File: src/rtl/clk_ratio_det.sv
// rtl/clk_ratio_det.sv - measures the period of a divided clock and locks to an expected ratio
//
// Ports:
//   i_clk     : reference clock, all logic on its rising edge
//   rst       : asynchronous active-high reset
//   meas_clk  : divided clock under test, asynchronous, sampled only
//   en        : measurement enable, low returns the block to IDLE
//   exp_ratio : expected period in i_clk cycles (2^RATIO_WID encoded as 0)
//   ratio     : last measured period in i_clk cycles (2^RATIO_WID encoded as 0)
//   ratio_vld : one-cycle pulse when ratio updates
//   lock      : LOCK_CNT consecutive measurements equal to exp_ratio
//   mismatch  : sticky, a locked measurement differed from exp_ratio
//   timeout   : one-cycle pulse, no meas_clk rising edge within 2^RATIO_WID cycles
module clk_ratio_det #(
  parameter int RATIO_WID = 8,
  parameter int LOCK_CNT  = 4
) (
  input  logic                 i_clk,
  input  logic                 rst,
  input  logic                 meas_clk,
  input  logic                 en,
  input  logic [RATIO_WID-1:0] exp_ratio,
  output logic [RATIO_WID-1:0] ratio,
  output logic                 ratio_vld,
  output logic                 lock,
  output logic                 mismatch,
  output logic                 timeout
);

  typedef enum logic [1:0] {
    ST_IDLE   = 2'd0,
    ST_SYNC   = 2'd1,
    ST_MEAS   = 2'd2,
    ST_LOCKED = 2'd3
  } state_t;

  localparam logic [3:0] LOCK_TGT = 4'(LOCK_CNT);

  state_t               state;
  logic                 s1;
  logic                 s2;
  logic                 s3;
  logic [RATIO_WID:0]   per_cnt;
  logic [3:0]           match_cnt;

  logic                 rise_det;
  logic [RATIO_WID-1:0] meas_val;
  logic                 meas_eq;
  logic                 timeout_hit;
  logic [3:0]           match_nxt;

  assign rise_det = s2 & ~s3;

  // Period is counter+1; the truncation naturally maps 2^RATIO_WID to 0.
  assign meas_val = per_cnt[RATIO_WID-1:0] + RATIO_WID'(1);
  assign meas_eq  = (meas_val == exp_ratio);

  // The counter is about to reach 2^RATIO_WID (low bits all ones). Testing
  // only the low bits makes a stopped clock time out again every
  // 2^RATIO_WID cycles as the counter keeps running and wraps.
  assign timeout_hit = (per_cnt[RATIO_WID-1:0] == '1) && !rise_det;

  assign match_nxt = (match_cnt == LOCK_TGT) ? match_cnt : match_cnt + 4'd1;

  always_ff @(posedge i_clk or posedge rst) begin
    if (rst) begin
      state     <= ST_IDLE;
      s1        <= 1'b0;
      s2        <= 1'b0;
      s3        <= 1'b0;
      per_cnt   <= '0;
      match_cnt <= '0;
      ratio     <= '0;
      ratio_vld <= 1'b0;
      lock      <= 1'b0;
      mismatch  <= 1'b0;
      timeout   <= 1'b0;
    end else begin
      // Synchronizer samples regardless of enable.
      s1        <= meas_clk;
      s2        <= s1;
      s3        <= s2;
      ratio_vld <= 1'b0;
      timeout   <= 1'b0;

      if (!en) begin
        state     <= ST_IDLE;
        per_cnt   <= '0;
        match_cnt <= '0;
        ratio     <= '0;
        lock      <= 1'b0;
        mismatch  <= 1'b0;
      end else begin
        case (state)
          ST_IDLE: begin
            state   <= ST_SYNC;
            per_cnt <= '0;
          end

          // First edge only starts the counter; no measurement yet.
          ST_SYNC: begin
            if (rise_det) begin
              state   <= ST_MEAS;
              per_cnt <= '0;
            end else begin
              per_cnt <= per_cnt + 1'b1;
              if (timeout_hit) begin
                timeout <= 1'b1;
              end
            end
          end

          ST_MEAS, ST_LOCKED: begin
            if (rise_det) begin
              per_cnt   <= '0;
              ratio     <= meas_val;
              ratio_vld <= 1'b1;
              if (meas_eq) begin
                match_cnt <= match_nxt;
                if (match_nxt == LOCK_TGT) begin
                  state <= ST_LOCKED;
                  lock  <= 1'b1;
                end
              end else begin
                match_cnt <= '0;
                lock      <= 1'b0;
                state     <= ST_MEAS;
                if (state == ST_LOCKED) begin
                  mismatch <= 1'b1;
                end
              end
            end else begin
              per_cnt <= per_cnt + 1'b1;
              if (timeout_hit) begin
                timeout   <= 1'b1;
                lock      <= 1'b0;
                match_cnt <= '0;
                state     <= ST_SYNC;
              end
            end
          end

          default: state <= ST_IDLE;
        endcase
      end
    end
  end

endmodule

File: config.mk
export PLATFORM = sky130hd
export DESIGN_NAME = clk_ratio_det
export DESIGN_NICKNAME = d
export VERILOG_FILES = /design/src/rtl/clk_ratio_det.sv
export SDC_FILE = /design/constraint.sdc
export NUM_CORES = 1
export LEC_CHECK = 0
export ABC_AREA = 1
export CORE_UTILIZATION = 46
export CTS_CLUSTER_DIAMETER = 120
export DETAILED_ROUTE_END_ITERATION = 10
export PLACE_DENSITY = 0.69
export SYNTH_ARGS = -nofsm -noshare
export SYNTH_HDL_FRONTEND = slang
export SYNTH_SLANG_ARGS = --single-unit
File: constraint.sdc
create_clock -name i_clk -period 4.3 [get_ports i_clk]
set_clock_uncertainty 0.2 [all_clocks]
set_input_delay 1.075 -clock i_clk [delete_from_list [all_inputs] [get_ports i_clk]]
set_output_delay 1.075 -clock i_clk [all_outputs]
set_load 0.03 [all_outputs]
==> results of run 1 <==
==> report_power, final <==
group          total, mW  switching (mW)  internal, mW
Sequential         0.290         0.00955         0.280
Combinational     0.0641          0.0383        0.0258
Clock              0.148          0.0832        0.0650
Total              0.502           0.131         0.371
==> path summary, 6_finish.rpt <==
check | start | end | slack, ps
worst max-delay path | en | match_cnt[3] | 1410
worst min-delay path | s1 | s2 | 170
worst max register to register | per_cnt[0] | match_cnt[3] | 2120
worst min register to register | s1 | s2 | 170
max in group asynchronous | rst | match_cnt[1] | 2150
min in group asynchronous | rst | s1 | 1120
==> cells in the mapped netlist (all sizes together) (2+ instances only) <==
library cell,count
inv,31
a21oi,5
ha,3
xor2,2
nand4,6
dfrtp,29
o21ai,12
nor2,30
nand2,52
buf,2
o22ai,2
nor3,2
nand3,24
==> final cells by class <==
cell class | count | share of cell area
sequential | 29 | 0.3704
timing repair buffer | 24 | 0.1213
inverter | 32 | 0.06194
multi-input combinational | 141 | 0.3921
clock buffer | 8 | 0.02490
tap | 46 | 0.02937
==> registers in the layout, indices dropped and copies added (netlist names) <==
register / cells
timeout: 1
match_cnt: 4
lock: 1
ratio: 8
ratio_vld: 1
per_cnt: 8
s1: 1
state: 2
s3: 1
mismatch: 1
s2: 1
==> critical path, cell delays in order <==
cell and delay [ps]:
clkdlybuf4s50_1 800, inv_2 130, nor2_1 200, inv_1 80, nor2_1 150, a21oi_1 60
buf_4 200, o21ai_1 150, a21oi_2 40
==> routing by layer <==
layer | wire [um] | global-route usage | vias up | part of all wire
li1 | - | - | 714 | -
met1 | 1668 | 0.2907 | 589 | 0.54
met2 | 1251 | 0.2550 | 32 | 0.40
met3 | 128 | 0.04622 | 5 | 0.041
met4 | 59 | 0.09524 | 0 | 0.019
met5 | 0 | 0 | - | 0
==> cells by family (layout without fill, tap and decap cells) <==
logic type / Yosys count / after routing
adders and majority gates: 3 / 3
xor gates and xnor gates: 3 / 3
buffers and inverters: 35 / 64
and+or+nand+nor: 115 / 115
DFF: 29 / 29
AOI/OAI and AO/OA: 20 / 20
==> per-stage QoR <==
stage / hold slack (ps) / cells / area, um^2 / setup WS, ps / power, mW
finish: 166.7 / 280 / 1959 / 1413 / 0.5020
global route: 167.5 / 280 / 1959 / 1174 / 0.5292
CTS: 171.7 / 280 / 1959 / 1441 / 0.5097
detailed placement: 141.8 / 272 / 1911 / 1101 / 0.3595
global placement: 132.1 / 272 / 1911 / 1156 / 0.3593
floorplan: 131.2 / 205 / 1629 / 2128 / 0.3367
==> run_results.csv, run 1 <==
group,metric,value,unit
setup_path,worstPathRequired,4300,ps
synthesis,synth_top_family_by_area,"simple AND/OR/NAND/NOR gates",
synthesis,synth_edf_count,0,
outcome,status,"complete, no violations",
pwr,p_per_area,256.2,nW/um^2
flow_run,drv_cap,0,
synthesis,synth_area_leaders,"dfrtp_1 45%, nand2_1 9.9%, nand3_1 6.5%",
synthesis,syn_area,1629,um^2
cells_and_area,diodes,0,
clocking,cts_tree,"yes",
timing,fin_tns_setup,0,ps
drt,wire_per_inst,11.10,um
setup_path,worstPathMaxFanout,13,
cells_and_area,final_common_cell,"nand2_1",
timing,relSlewSlack,0.2996,
timing,worst_slew_pin_slew,1049,ps
min_path,min_path_cells,0,
setup_path,arrival,2890,ps
floorplan,die_w,61.51,um
clocking,htree_num_levels,2,
synthesis,synth_top_area_frac,0.4455,
min_path,min_path_type,"flop to flop",
synthesis,syn_inst,205,
timing,maxSlewViolCount,0,
clocking,cts_resized,0,
clocking,clk_path_buf_depth,2,
synthesis,synth_top_area_cell,"dfrtp_1",
cells_and_area,fillers,328,
place,portBuffers,23,
floorplan,initial_core_util,0.4844,
synthesis,synth.ff_latch_count,29,
clocking,root_buffer,"clkbuf_4",
timing,rsz0062_at_grt,"false",
global_routing,grt_usage,0.1925,
cells_and_area,drive_above_1_share,0.1496,
global_routing,grt_overflow_total,0,
floorplan,io_pins,24,
synthesis,avgSynthCellArea,7.947,um^2
setup_path,cp-end-kind,"flop",
drt,viasPerCell,4.786,
cells_and_area,regArea,725.7,um^2
cells_and_area,area_growth,20.28,%
synthesis,ys_seq_area_frac,0.4455,
clocking,cts_buffers,5,
setup_path,critPathKind,"primary input to flop",
synthesis,synthFlopType,"dfrtp_1",
synthesis,synthAdderAreaFrac,0.02304,
cells_and_area,fin_util,0.5826,
synthesis,synthDistinctLibCells,27,
floorplan,design.core.area,3363,um^2
global_routing,antenna_found_initial,0,
cells_and_area,final_cell_mix,"43 x nand2_1, 29 x dfrtp_1, 27 x inv_1",
synthesis,synth-simple-area-share,0.3579,
setup_path,start_kind,"primary input",
synthesis,synth_compound_area_frac,0.07450,
place,hpwl,2357,um
synthesis,synth_nets,220,
drt,ant_nets,0,
floorplan,dieHeight,61.51,um
clocking,clk-insertion-delay-late,310,ps
floorplan,placementRows,21,
floorplan,die-area,3783,um^2
setup_path,reg2reg_depth,14,
global_routing,grt_max_degree,30,
timing,finalSetupViolCount,0,
global_routing,grt_pass1_vias,1169,
drt,first_pass_iters,4,
synthesis,synth-xor-area-share,0.01613,
synthesis,synthArstFlopShare,1.000,
cells_and_area,nNetsFinal,248,
clocking,path_clk_slew,90,ps
cells_and_area,multi_input_area,768.2,um^2
clocking,post_cts_buffers,0,
clocking,cts_hold_buf,0,
pwr,vdd_drop_max,185.6,uV
pwr,leakage,0.9161,nW
drt,drc,0,
drt,drt_iter0_drc,62,
timing,period_share,0.6714,
place,place.gp.congestion,0.8021,
clocking,cts.sinks,29,
drt,wirelength,3108,um
global_routing,grt_pass1_wl,5140,um
timing,post-route-min-period,2887,ps
timing,finalHoldViolCount,0,
synthesis,yosys_warnings,0,
timing,max_clock_freq,346.4,MHz
synthesis,synth.area.mux_share,0,
drt,num_vias,1340,
Note: power is estimated with default switching activity, not from simulation.
==> run 2, diff against run 1 <==
--- a/config.mk
+++ b/config.mk
@@ -9,7 +9,7 @@
 export CORE_UTILIZATION = 46
 export CTS_CLUSTER_DIAMETER = 120
 export DETAILED_ROUTE_END_ITERATION = 10
-export PLACE_DENSITY = 0.69
+export PLACE_DENSITY = 0.72
 export SYNTH_ARGS = -nofsm -noshare
 export SYNTH_HDL_FRONTEND = slang
 export SYNTH_SLANG_ARGS = --single-unit
==> constraint.sdc (replaced) <==
create_clock -name i_clk -period 2.3 [get_ports i_clk]
set_clock_uncertainty 0.2 [all_clocks]
set_input_delay 0.575 -clock i_clk [delete_from_list [all_inputs] [get_ports i_clk]]
set_output_delay 0.575 -clock i_clk [all_outputs]
set_load 0.03 [all_outputs]
==> run_results.csv, run 2 (synthesis results as in run 1) <==
group,metric,value,unit
outcome,status,"complete, no violations",
cells_and_area,stdcell_area,2026,um^2
pwr,leakage,0.9611,nW
global_routing,grt_pass1_vias,1272,
pwr,pwr-share-comb,0.139,
setup_path,cp_top_family,"buffers and inverters",
place,place.gp.congestion,0.8923,
clocking,cts.sinks,29,
drt,drc,0,
setup_path,max_stage_delay,680,ps
clocking,cts_resized,0,
floorplan,io_pins,24,
pwr,p_sw,278.7,uW
clocking,clk_path_buf_depth,2,
drt,wirelength,3223,um
floorplan,dieHeight,61.51,um
cells_and_area,final_common_cell,"nand2_1",
drt,num_vias,1381,
setup_path,cp-end-kind,"output pin",
clocking,cts_tree,"yes",
setup_path,slowest_stage,"clkdlybuf4s50_1",
timing,relSlewSlack,0.5800,
cells_and_area,final_cell_mix,"43 x nand2_1, 29 x dfrtp_1, 27 x inv_1",
timing,finalSetupViolCount,0,
place,portBuffers,23,
drt,viasPerCell,4.795,
cells_and_area,diodes,0,
global_routing,grt_usage,0.1991,
min_path,min_path_type,"flop to flop",
pwr,clkPwrFrac,0.309,
cells_and_area,reg_top3,"per_cnt (8), ratio (8), match_cnt (4)",
drt,first_pass_iters,4,
floorplan,placementRows,21,
setup_path,start_kind,"flop",
drt,wire_per_inst,11.19,um
pwr,swShare,0.2859,
timing,finalHoldViolCount,0,
timing,worst_slew_pin_slew,625.9,ps
floorplan,die-area,3783,um^2
global_routing,grt_overflow_total,0,
clocking,cts_hold_buf,0,
pwr,seq_power_share,0.552,
clocking,clk-insertion-delay-late,340,ps
timing,post-route-min-period,2173,ps
setup_path,critPathKind,"flop to output pin",
setup_path,worstPathCellList,"clkdlybuf4s50_1",
cells_and_area,drive_above_1_share,0.1901,
clocking,path_clk_slew,100,ps
cells_and_area,area_growth,24.35,%
clocking,cts_buffers,5,
floorplan,initial_core_util,0.4844,
floorplan,die_w,61.51,um
setup_path,arrival,1400,ps
place,hpwl,2440,um
timing,max_clock_freq,460.1,MHz
timing,rsz0062_at_grt,"false",
clocking,root_buffer,"clkbuf_4",
pwr,p_per_area,481.3,nW/um^2
clocking,post_cts_buffers,0,
flow_run,drv_cap,0,
floorplan,design.core.area,3363,um^2
place,placed_cell_area,1971,um^2
global_routing,grt_pass1_wl,5402,um
global_routing,grt_max_degree,30,
pwr,vdd_drop_max,284.0,uV
setup_path,worstPathMaxFanout,2,
timing,period_share,0.9450,
setup_path,worstPathRequired,1520,ps
timing,maxSlewViolCount,0,
clocking,htree_num_levels,2,
drt,drt_iter0_drc,85,
cells_and_area,nNetsFinal,256,
setup_path,path_buf_inv,1,
global_routing,antenna_found_initial,0,
pwr,p_total,975.0,uW
pwr,internal_power,696.3,uW
drt,ant_nets,0,
==> run 2: metrics by stage <==
| stage | setup slack (ps) | hold slack (ps) | instances | util | TNS, ps |
|---|---|---|---|---|---|
| 2_1_floorplan | 415.2 | 131.2 | 205 | - | 0 |
| 3_3_place_gp | -188.8 | 135.1 | 280 | 0.5859 | -732.9 |
| 3_5_place_dp | -257.6 | 146.6 | 280 | 0.5859 | -1086 |
| 4_1_cts | 67.25 | 150.8 | 288 | 0.6012 | 0 |
| 5_1_grt | 70.11 | 165.9 | 288 | 0.6023 | 0 |
| 6_report | 126.6 | 148.5 | 288 | 0.6023 | 0 |
==> run 2: path summary, 6_finish.rpt <==
check | endpoint | slack (ps) | start | cells past startpoint
max in group asynchronous | ratio[3] | 1230 | rst | 3
worst max-delay path | ratio[7] | 130 | ratio[7] | 1
min in group asynchronous | s2 | 390 | rst | 3
worst min-delay path | s2 | 150 | s1 | 0
worst min register to register | s2 | 150 | s1 | 0
worst max register to register | lock | 280 | per_cnt[0] | 16
==> run 2: routing by layer <==
layer / track usage / wire length (um)
met4: 0.05714 / 52
met5: 0 / 0
met2: 0.3057 / 1451
met1: 0.2714 / 1611
met3: 0.06303 / 107
==> run 2: power by group through the flow <==
stage	clock, mW	sequential, mW	combinational [mW]
3_5_place_dp	0	0.548	0.135
6_report	0.301	0.538	0.136
3_3_place_gp	0	0.547	0.133
2_1_floorplan	0	0.547	0.0821
4_1_cts	0.309	0.538	0.136
5_1_grt	0.333	0.540	0.153
==> run 2: area by class of cell <==
type	instances	area, um^2
inverter	32	121.4
timing repair buffer	32	297.8
multi-input combinational	141	772.0
clock inverter	2	10.01
clock buffer	6	41.29
fill	314	1338
tap	46	57.56
sequential	29	725.7
==> run 3, diff against run 2 <==
--- a/config.mk
+++ b/config.mk
@@ -5,11 +5,11 @@
 export SDC_FILE = /design/constraint.sdc
 export NUM_CORES = 1
 export LEC_CHECK = 0
-export ABC_AREA = 1
-export CORE_UTILIZATION = 46
+export CORE_UTILIZATION = 45
 export CTS_CLUSTER_DIAMETER = 120
 export DETAILED_ROUTE_END_ITERATION = 10
 export PLACE_DENSITY = 0.72
+export SETUP_SLACK_MARGIN = 0.02
 export SYNTH_ARGS = -nofsm -noshare
 export SYNTH_HDL_FRONTEND = slang
 export SYNTH_SLANG_ARGS = --single-unit
==> run_results.csv, run 3 <==
group,metric,value,unit
outcome,status,"complete, no violations",
global_routing,grt_pass1_vias,1177,
place,place.gp.congestion,0.8940,
setup_path,cp.depth,1,
drt,viasPerCell,5.198,
floorplan,design.core.area,3053,um^2
cells_and_area,fin_util,0.6074,
floorplan,io_pins,24,
cells_and_area,area_growth,28.98,%
synthesis,synthTopCellsByCount,"29 x dfrtp_1, 20 x nor2_1, 10 x xnor2_1",
min_path,min_path_cells,0,
drt,ant_nets,0,
cells_and_area,reg_top3,"per_cnt (8), ratio (8), match_cnt (4)",
setup_path,worstPathMaxFanout,2,
setup_path,arrival,1360,ps
timing,max_clock_freq,467.4,MHz
setup_path,timing.rr.end,"lock",
floorplan,initial_core_util,0.4709,
min_path,hold_path.startpoint,"s1",
setup_path,max_stage_delay,680,ps
floorplan,placementRows,20,
timing,relSlewSlack,0.7533,
synthesis,yosysMostFrequentCell,"dfrtp_1",
drt,drc,0,
flow_run,drv_cap,0,
timing,finalSetupViolCount,0,
clocking,cts.sinks,29,
cells_and_area,final_common_cell,"dfrtp_1",
setup_path,worstPathCellList,"clkdlybuf4s50_1",
drt,first_pass_iters,5,
timing,fin_tns_setup,0,ps
synthesis,yosys_warnings,0,
pwr,vdd_drop_max,378.9,uV
setup_path,critPathKind,"flop to output pin",
cells_and_area,stdcell_area,1854,um^2
cells_and_area,finalNonFillerCells,222,
timing,post-route-min-period,2140,ps
setup_path,cp_top_family,"buffers and inverters",
drt,drt_iter0_drc,53,
global_routing,grt_usage,0.2082,
setup_path,regToRegStartpoint,"match_cnt[0]",
synthesis,synth_area_leaders,"dfrtp_1 50%, xnor2_1 6.1%, nor2_1 5.2%",
synthesis,synth.ff_latch_count,29,
cells_and_area,final_cell_mix,"29 x dfrtp_1, 23 x clkdlybuf4s50_1, 20 x nor2_1",
floorplan,die-area,3425,um^2
synthesis,synthDistinctLibCells,39,
synthesis,synth_nets,154,
clocking,post_cts_buffers,0,
timing,maxSlewViolCount,0,
setup_path,cp-end-kind,"output pin",
place,dp.cells,214,
clocking,htree_num_levels,2,
setup_path,crit_end,"ratio[7]",
drt,wire_per_inst,13.75,um
pwr,p_per_area,496.5,nW/um^2
drt,num_vias,1154,
place,placed_cell_area,1793,um^2
timing,worst_slew_pin_slew,370.1,ps
floorplan,die_w,58.52,um
cells_and_area,nNetsFinal,192,
cells_and_area,drive_above_1_share,0.1629,
clocking,cts_hold_buf,0,
setup_path,worstPathRequired,1520,ps
pwr,p_total,920.7,uW
synthesis,synthArstFlopShare,1.000,
setup_path,reg2reg_depth,8,
clocking,path_clk_slew,90,ps
setup_path,start_kind,"flop",
global_routing,grt_pass1_wl,5264,um
synthesis,synthFlopType,"dfrtp_1",
synthesis,syn_area,1438,um^2
synthesis,ys_seq_area_frac,0.5048,
clocking,clk_path_buf_depth,2,
timing,period_share,0.9302,
clocking,cts_tree,"yes",
pwr,leakage,0.7674,nW
timing,rsz0062_at_grt,"false",
cells_and_area,diodes,0,
setup_path,path_buf_inv,1,
setup_path,ff2ff_setup_slack,190,ps
place,portBuffers,23,
setup_path,startpoint,"ratio[7]",
setup_path,slowest_stage,"clkdlybuf4s50_1",
drt,wirelength,3053,um
synthesis,synth_edf_count,0,
floorplan,dieHeight,58.52,um
synthesis,synth_top_area_cell,"dfrtp_1",
synthesis,avgSynthCellArea,10.34,um^2
clocking,clk-insertion-delay-late,320,ps
global_routing,antenna_found_initial,0,
timing,finalHoldViolCount,0,
synthesis,synth_top_area_frac,0.5048,
clocking,root_buffer,"clkbuf_4",
global_routing,grt_max_degree,30,
synthesis,syn_inst,139,
global_routing,grt_overflow_total,0,
clocking,cts_buffers,5,
min_path,min_path_type,"flop to flop",
place,hpwl,2226,um
-- run 3: cell count changes after synthesis, sizes merged, moves of 3 or more --
| cell | delta |
|---|---|
| nor2 | -8 |
| nand3 | -19 |
| o21ai | -10 |
| xnor2 | +9 |
| nand2 | -44 |
| nand4 | -3 |
| inv | -26 |
| nor3 | +4 |
| a211oi | +8 |
| xor2 | +3 |
-- run 3: kinds of logic (layout without fill, tap and decap cells) --
group / Yosys count / after routing / share of synthesized area
compound gates: 27 / 27 / 0.1349
mux: 1 / 1 / 0.006963
flops: 29 / 29 / 0.5048
xor+xnor: 16 / 16 / 0.1070
fa+ha+maj: 3 / 3 / 0.02611
simple gates: 54 / 54 / 0.1958
buf+inv: 9 / 48 / 0.02437
-- run 3: how the worst min path moves through the flow --
stage | end | slack, ps
2_1_floorplan | s2 | 130
3_3_place_gp | s2 | 130
3_5_place_dp | s2 | 140
4_1_cts | s2 | 160
5_1_grt | s2 | 160
6_report | s2 | 160
-- run 3: power by group --
part	internal, mW	total [mW]	switching, mW	leakage (nW)
Clock	0.116	0.293	0.176	0.0320
Combinational	0.0501	0.104	0.0541	0.341
Sequential	0.518	0.524	0.00568	0.395
Total	0.685	0.921	0.236	0.767
-- run 3: timing repair --
| item | CTS | global route |
|---|---|---|
| hold endpoints to repair | 0 | 0 |
| endpoints found under the setup margin | 0 | 7 |
| resized for setup | 0 | 2 |
-- run 3: area by class of cell --
type                            count  area, um^2
Sequential cell                    29       725.7
Inverter                            6       22.52
Tap cell                           44       55.05
Timing Repair Buffer               34       312.8
Clock buffer                        6       41.29
Clock inverter                      2       10.01
Multi-Input combinational cell    101       686.9
Fill cell                         280        1199
-- run 3: layer usage --
metal  GRT usage  vias up  part of all wire
met5           0        -                 0
met4     0.07823        0             0.010
met3     0.05934        4             0.051
met2      0.3448       41              0.49
met1      0.2597      549              0.45
li1            -      560                 -
-- run 3: per-stage QoR --
stage	worst slack [ps]	hold slack [ps]
global route	28.17	161.1
floorplan	183.3	131.2
detailed placement	-66.25	138.1
finish	160.4	157.0
CTS	120.0	159.6
global placement	-34.13	134.0
